### src/rtl/mem_arb_pkg.sv
// mem_arb_pkg
//   Shared types and constants for the femtoRV32 unified-memory port arbiter.
//   state_e  : arbiter sequencing states (IDLE -> ISSUE -> [WAIT] -> DONE).
//   owner_e  : which requester holds the current transaction.
//   FETCH_BE : byte enables driven for every instruction fetch.
package mem_arb_pkg;

  typedef enum logic [1:0] {
    IDLE  = 2'd0,
    ISSUE = 2'd1,
    WAIT  = 2'd2,
    DONE  = 2'd3
  } state_e;

  typedef enum logic {
    OWN_IF = 1'b0,
    OWN_D  = 1'b1
  } owner_e;

  localparam logic [3:0] FETCH_BE = 4'hF;

endpackage

### src/rtl/mem_arb_pick.sv
// mem_arb_pick
//   Combinational arbitration decision between instruction fetch and
//   load/store. Data wins by default; fetch wins when it is the only
//   requester or when it has been passed over STARVE_MAX times in a row.
// Ports:
//   if_req_i      fetch request
//   d_req_i       data request
//   starve_cnt_i  consecutive data grants made while fetch was pending
//   grant_valid_o at least one requester is asking
//   grant_owner_o winning requester (0 = fetch, 1 = data)
module mem_arb_pick
  import mem_arb_pkg::*;
#(
  parameter int unsigned STARVE_MAX = 4
) (
  input  logic       if_req_i,
  input  logic       d_req_i,
  input  logic [3:0] starve_cnt_i,
  output logic       grant_valid_o,
  output logic       grant_owner_o
);

  logic fetch_wins;

  always_comb begin
    fetch_wins    = if_req_i && (!d_req_i || (starve_cnt_i >= 4'(STARVE_MAX)));
    grant_valid_o = if_req_i || d_req_i;
    grant_owner_o = fetch_wins ? logic'(OWN_IF) : logic'(OWN_D);
  end

endmodule

### src/rtl/mem_port_arbiter.sv
// mem_port_arbiter
//   Shares the single-ported unified memory between the fetch unit and the
//   load/store unit. Each access runs IDLE -> ISSUE -> WAIT (LAT-1 cycles)
//   -> DONE; the winner's request is captured at the IDLE edge so requester
//   inputs are ignored until the next arbitration.
// Ports:
//   clk, rst            clock, synchronous active-low reset
//   if_req/if_addr      fetch request and address
//   if_done/if_rdata    fetch completion pulse and instruction word
//   d_req/d_we/d_be/d_addr/d_wdata  data request
//   d_done/d_rdata      data completion pulse and load data
//   mem_en/mem_we/mem_be/mem_addr/mem_wdata  memory command (one mem_en per access)
//   mem_rdata           memory read data, valid LAT cycles after mem_en
//   busy                high whenever not IDLE
module mem_port_arbiter
  import mem_arb_pkg::*;
#(
  parameter int unsigned AW         = 32,
  parameter int unsigned LAT        = 1,
  parameter int unsigned STARVE_MAX = 4
) (
  input  logic          clk,
  input  logic          rst,
  input  logic          if_req,
  input  logic [AW-1:0] if_addr,
  output logic          if_done,
  output logic [31:0]   if_rdata,
  input  logic          d_req,
  input  logic          d_we,
  input  logic [3:0]    d_be,
  input  logic [AW-1:0] d_addr,
  input  logic [31:0]   d_wdata,
  output logic          d_done,
  output logic [31:0]   d_rdata,
  output logic          mem_en,
  output logic          mem_we,
  output logic [3:0]    mem_be,
  output logic [AW-1:0] mem_addr,
  output logic [31:0]   mem_wdata,
  input  logic [31:0]   mem_rdata,
  output logic          busy
);

  localparam logic [2:0] LAT_M1 = 3'(LAT - 1);

  state_e        state_q;
  owner_e        owner_q;
  logic [3:0]    starve_q;
  logic [3:0]    starve_d;
  logic [2:0]    lat_q;
  logic          mem_en_q;
  logic          mem_we_q;
  logic [3:0]    mem_be_q;
  logic [AW-1:0] mem_addr_q;
  logic [31:0]   mem_wdata_q;
  logic          if_done_q;
  logic          d_done_q;
  logic          busy_q;

  logic grant_valid;
  logic grant_owner;

  mem_arb_pick #(
    .STARVE_MAX (STARVE_MAX)
  ) u_pick (
    .if_req_i      (if_req),
    .d_req_i       (d_req),
    .starve_cnt_i  (starve_q),
    .grant_valid_o (grant_valid),
    .grant_owner_o (grant_owner)
  );

  // Starvation count only moves at an arbitration edge; it counts data
  // grants that overtook a pending fetch and saturates at 15.
  always_comb begin
    starve_d = starve_q;
    if (!if_req || (grant_owner == logic'(OWN_IF))) begin
      starve_d = '0;
    end else if (starve_q != 4'hF) begin
      starve_d = starve_q + 4'd1;
    end
  end

  // The mem_* output registers double as the holding registers: they are
  // loaded at the grant edge and only mem_en/mem_we are cleared afterwards.
  always_ff @(posedge clk) begin
    if (!rst) begin
      state_q     <= IDLE;
      owner_q     <= OWN_IF;
      starve_q    <= '0;
      lat_q       <= '0;
      mem_en_q    <= 1'b0;
      mem_we_q    <= 1'b0;
      mem_be_q    <= '0;
      mem_addr_q  <= '0;
      mem_wdata_q <= '0;
      if_done_q   <= 1'b0;
      d_done_q    <= 1'b0;
      busy_q      <= 1'b0;
    end else begin
      mem_en_q  <= 1'b0;
      mem_we_q  <= 1'b0;
      if_done_q <= 1'b0;
      d_done_q  <= 1'b0;
      case (state_q)
        IDLE: begin
          starve_q <= starve_d;
          if (grant_valid) begin
            owner_q  <= owner_e'(grant_owner);
            state_q  <= ISSUE;
            busy_q   <= 1'b1;
            mem_en_q <= 1'b1;
            if (grant_owner == logic'(OWN_D)) begin
              mem_we_q    <= d_we;
              mem_be_q    <= d_be;
              mem_addr_q  <= d_addr;
              mem_wdata_q <= d_wdata;
            end else begin
              mem_be_q    <= FETCH_BE;
              mem_addr_q  <= if_addr;
              mem_wdata_q <= '0;
            end
          end
        end
        ISSUE: begin
          lat_q <= LAT_M1;
          if (LAT == 1) begin
            state_q   <= DONE;
            if_done_q <= (owner_q == OWN_IF);
            d_done_q  <= (owner_q == OWN_D);
          end else begin
            state_q <= WAIT;
          end
        end
        WAIT: begin
          lat_q <= lat_q - 3'd1;
          if (lat_q == 3'd1) begin
            state_q   <= DONE;
            if_done_q <= (owner_q == OWN_IF);
            d_done_q  <= (owner_q == OWN_D);
          end
        end
        DONE: begin
          state_q <= IDLE;
          busy_q  <= 1'b0;
        end
        default: begin
          state_q <= IDLE;
          busy_q  <= 1'b0;
        end
      endcase
    end
  end

  assign mem_en    = mem_en_q;
  assign mem_we    = mem_we_q;
  assign mem_be    = mem_be_q;
  assign mem_addr  = mem_addr_q;
  assign mem_wdata = mem_wdata_q;
  assign if_done   = if_done_q;
  assign d_done    = d_done_q;
  assign busy      = busy_q;
  assign if_rdata  = if_done_q ? mem_rdata : '0;
  assign d_rdata   = d_done_q  ? mem_rdata : '0;

endmodule

### config.mk
export PLATFORM = sky130hd
export DESIGN_NAME = mem_port_arbiter
export DESIGN_NICKNAME = d
export VERILOG_FILES = /design/src/rtl/mem_arb_pkg.sv /design/src/rtl/mem_arb_pick.sv /design/src/rtl/mem_port_arbiter.sv
export SDC_FILE = /design/constraint.sdc
export NUM_CORES = 1
export LEC_CHECK = 0
export BUFFER_PORTS_ARGS = -buffer_cell sky130_fd_sc_hd__buf_4
export CAP_MARGIN = 20
export CORE_MARGIN = 8
export CORE_UTILIZATION = 45
export CTS_BUF_LIST = sky130_fd_sc_hd__clkbuf_2 sky130_fd_sc_hd__clkbuf_4 sky130_fd_sc_hd__clkbuf_8
export CTS_CLUSTER_DIAMETER = 80
export DETAILED_ROUTE_END_ITERATION = 6
export GPL_ROUTABILITY_DRIVEN = 0
export PLACE_DENSITY_LB_ADDON = 0.05
export SYNTH_ARGS = -nofsm -noshare
export SYNTH_HDL_FRONTEND = slang
export SYNTH_SLANG_ARGS = --single-unit
### constraint.sdc
create_clock -name clk -period 3.09 [get_ports clk]
set_input_delay 0.4635 -clock clk [delete_from_list [all_inputs] [get_ports clk]]
set_output_delay 0.4635 -clock clk [all_outputs]
set_load 0.05 [all_outputs]
==> metrics.sh <==
RUN_STATUS='complete, no violations'
FLOORPLAN.IO_PINS=274
CTS_MADE_BUFFERS=9
WORSTHOLDPATHTYPE='input port to flop'
INSERTEDDIODECOUNT=0
FIRST_ITER_VIOLATIONS=187
WORST-SETUP-PATH-TYPE='flop to output pin'
FINAL_PERIOD_DEMAND_OF_THE_WORST_PATH_NS=2.16
FP.DIEW_UM=109
CRITPATHARRIVALTIME_NS=1.69
HOLD_BUFFERS=0
GLOBALROUTE.TOTALOVERFLOW=0
MAX-VDD-IR-DROP_mV=0.454
DRIVE_ABOVE_1_SHARE_PCT=40.8
ROWS=34
DETAIL-ROUTE-ANTENNA-NETS=0
SEQ_AREA_UM2=1660
SYN-INSTANCE-COUNT=482
GRT_USE_TOTAL_PCT=23.0
DIE-HEIGHT_UM=109
MAXIMUM_BUFFER_DEPTH_OF_THE_CLOCK_TREE=2
POSTCTSRESIZEDCELLS=0
WORST_MARGIN_PIN_SLEW_NS=0.859
INITIAL_UTILIZATION_PCT=45.3
CLKTRANSATPATHREGS_NS=0.09
MAX-CAP-VIOLATIONS=0
DP.FINAL_HPWL_UM=11000
DRT-PASS1-ITER-COUNT=6
CTS_HTREE_LEVELS=3
POST-CTS-SETUP-BUFFERS=0
VIA_COUNT=4292
LAYOUT.NETS=876
FINAL_SETUP_VIOLATION_COUNT=0
VIA_COUNT_OF_THE_FIRST_GLOBAL_ROUTING_PASS=4179
MAXIMUM_NUMBER_OF_PINS_ON_ONE_NET_BEFORE_GLOBAL_ROUTE_REPAIR=81
SYN-MEAN-INSTANCE-AREA_UM2=8.03
CELLLEAKAGEPOWER_uW=0.00300
PLACEABLE_CORE_REGION_UM2=8550
DRT-TOTAL-WL_UM=14400
MAXSLEWHEADROOM_PCT=42.6
REQUIRED_NS=2.63
GRT_FIRST_PASS_WIRELENGTH_UM=21700
RSZ0062_AT_GRT='no'
TRITONCTS='built'
FINAL_MIN_PERIOD_OVER_CLOCK_PERIOD_PCT=69.8
POWER_DENSITY_OVER_THE_CELLS_nW_PER_UM2=736
CTS.SINKS=83
FILLCELLCOUNT=718
PATH_MAX_FANOUT=33
CTS-ROOT-BUF='sky130_fd_sc_hd__clkbuf_8'
WORST_SETUP_PATH_END_KIND='output pin'
CRITPATHLAUNCHTYPE='flop'
YS.WARNINGS.COUNT=0
PORT-BUFFER-COUNT=273
SYNTHESIS.NETS=627
AVERAGE_WIRE_PER_STANDARD_CELL_UM=17.1
MULTI_INPUT_GATE_AREA_UM2=1990
REMAINING_DRC_ERRORS=0
SYN2LAYOUT_AREA_GROWTH_PCT=57.7
ROUTED_VIA_DENSITY=5.09
ANTENNA_VIOLATIONS_BEFORE_REPAIR=0
POSTLAYOUTCOREUTIL_PCT=71.4
SYNTH_SEQUENTIAL_AREA_RATIO_PCT=42.9
TIMING_HOLD_VIOLATIONS_FINAL=0
TIMING.HOLD.WS_NS=0.341
TIMING.SETUP.TNS_NS=0
FINAL-MAX-SLEW-VIOLATION-COUNT=0
SYNTHESIS.AREA_UM2=3870
CLK-INSERTION-DELAY-LATE_NS=0.34
YOSYSUNIQUECELLTYPES=35
DESIGN.DIE.AREA_UM2=11800
FIN_SKEW_NS=0.00902
YS_SEQ_ELEMENTS=83
MAX_FREQ_GHz=0.464
layout by cell type, fill, tap and decap left out, types with 2 or more instances in the layout:
cell	count
sky130_fd_sc_hd__o211a_1	2
sky130_fd_sc_hd__and2_1	68
sky130_fd_sc_hd__a21boi_1	16
sky130_fd_sc_hd__a21oi_1	64
sky130_fd_sc_hd__buf_4	276
sky130_fd_sc_hd__nor3_1	4
sky130_fd_sc_hd__clkbuf_8	10
sky130_fd_sc_hd__buf_12	2
sky130_fd_sc_hd__nand2_1	71
sky130_fd_sc_hd__nor2_1	10
sky130_fd_sc_hd__a21boi_0	18
sky130_fd_sc_hd__clkinvlp_4	3
sky130_fd_sc_hd__nand3_1	34
sky130_fd_sc_hd__o21ai_0	31
sky130_fd_sc_hd__dfxtp_1	83
sky130_fd_sc_hd__ha_1	8
sky130_fd_sc_hd__o21ai_1	7
sky130_fd_sc_hd__mux2i_1	3
sky130_fd_sc_hd__inv_1	6
cell type report:
cell class                 instances  share of cell area, %
clock buffer                      10                   2.26
clock inverter                     6                  0.779
inverter                           6                  0.369
multi-input combinational        353                   32.6
sequential                        83                   27.2
tap                              108                   2.21
timing repair buffer             278                   34.6
cell families (layout without fill, tap and decap cells):
| kind of cell | after synthesis | in the layout | synth area share (%) |
|---|---|---|---|
| simple gates | 197 | 197 | 25.9 |
| compound gates | 144 | 144 | 21.5 |
| flops | 83 | 83 | 42.9 |
| buf+inv | 46 | 300 | 6.08 |
| fa+ha+maj | 8 | 8 | 2.59 |
| mux | 3 | 3 | 0.776 |
| xor+xnor | 1 | 1 | 0.226 |
flip-flops by register name (all words and copies together), names as in the netlist:
register,cells
if_done,1
d_done,1
lat_q,3
owner_q,1
state_q,2
starve_q,4
mem_en,1
mem_we,1
mem_addr,32
mem_be,4
mem_wdata,32
busy,1
worst max-delay path, cell delays in order (launching register included):
cell and delay, ns:
sky130_fd_sc_hd__dfxtp_1 0.89, sky130_fd_sc_hd__and2_1 0.26, sky130_fd_sc_hd__buf_4 0.21
per-layer routing:
metal / vias to the layer above / global-route usage [%] / part of all wire [%]
met5: - / 0 / 0
met4: 0 / 7.23 / 1.7
met1: 1972 / 24.2 / 36
met3: 18 / 8.57 / 10
met2: 195 / 41.6 / 52
li1: 2107 / - / -
cell usage after synthesis:
master                     number  area share, %
sky130_fd_sc_hd__buf_4          2           0.39
sky130_fd_sc_hd__nor2b_1        2           0.32
sky130_fd_sc_hd__a21oi_1       64            8.3
sky130_fd_sc_hd__o211a_1        2           0.52
sky130_fd_sc_hd__nand3_1       34            4.4
sky130_fd_sc_hd__dfxtp_1       83             43
sky130_fd_sc_hd__ha_1           8            2.6
sky130_fd_sc_hd__o211ai_1       1           0.19
sky130_fd_sc_hd__buf_1          1          0.097
sky130_fd_sc_hd__a21boi_1      16            3.1
sky130_fd_sc_hd__a21boi_0      18            3.5
sky130_fd_sc_hd__mux2i_1        3           0.78
sky130_fd_sc_hd__nor3_1         4           0.52
sky130_fd_sc_hd__nor2b_4        1           0.36
sky130_fd_sc_hd__o22ai_1        1           0.16
sky130_fd_sc_hd__a21bo_2        1           0.26
sky130_fd_sc_hd__xor2_1         1           0.23
sky130_fd_sc_hd__nand2_1       71            6.9
sky130_fd_sc_hd__nand4b_1       1           0.23
sky130_fd_sc_hd__a22oi_1        1           0.19
sky130_fd_sc_hd__nor2_1        10           0.97
sky130_fd_sc_hd__clkbuf_1      23            2.2
sky130_fd_sc_hd__inv_1          6           0.58
sky130_fd_sc_hd__nor3b_2        1           0.32
sky130_fd_sc_hd__o21a_1         1           0.19
sky130_fd_sc_hd__and3b_1        1           0.23
sky130_fd_sc_hd__o21ai_1        7           0.90
sky130_fd_sc_hd__buf_2          8            1.0
sky130_fd_sc_hd__buf_6          6            1.7
sky130_fd_sc_hd__nand2b_1       2           0.32
sky130_fd_sc_hd__and2_1        68             11
sky130_fd_sc_hd__nor3b_1        1           0.19
sky130_fd_sc_hd__o21ai_0       31            4.0
sky130_fd_sc_hd__and3_1         1           0.16
sky130_fd_sc_hd__o21ai_2        1           0.23
path summary, 6_finish.rpt:
path,start,endpoint,slack [ns],cells after the start
min,d_we,mem_we,0.34,2
max,d_done,d_rdata[4],0.93,2
min reg2reg,owner_q,if_done,0.42,1
max reg2reg,state_q[0],mem_we,1.02,6
power breakdown:
part | leakage (uW) | total, uW | switching (uW) | internal, uW
clock network | 0.0000868 | 725 | 404 | 321
logic | 0.00223 | 2320 | 1580 | 745
registers | 0.000683 | 1450 | 146 | 1300
metrics by stage:
| step | power (uW) | setup slack [ns] | cell area (um^2) | instances |
|---|---|---|---|---|
| after detailed placement | 3810 | 0.934 | 5920 | 828 |
| after global placement | 3760 | 1.01 | 5920 | 828 |
| after global routing | 4760 | 0.790 | 6100 | 844 |
| after floorplan | 3040 | 1.27 | 3870 | 482 |
| after CTS | 4540 | 0.873 | 6100 | 844 |
| final | 4490 | 0.933 | 6100 | 844 |
Note: power is estimated with default switching activity, not from simulation.
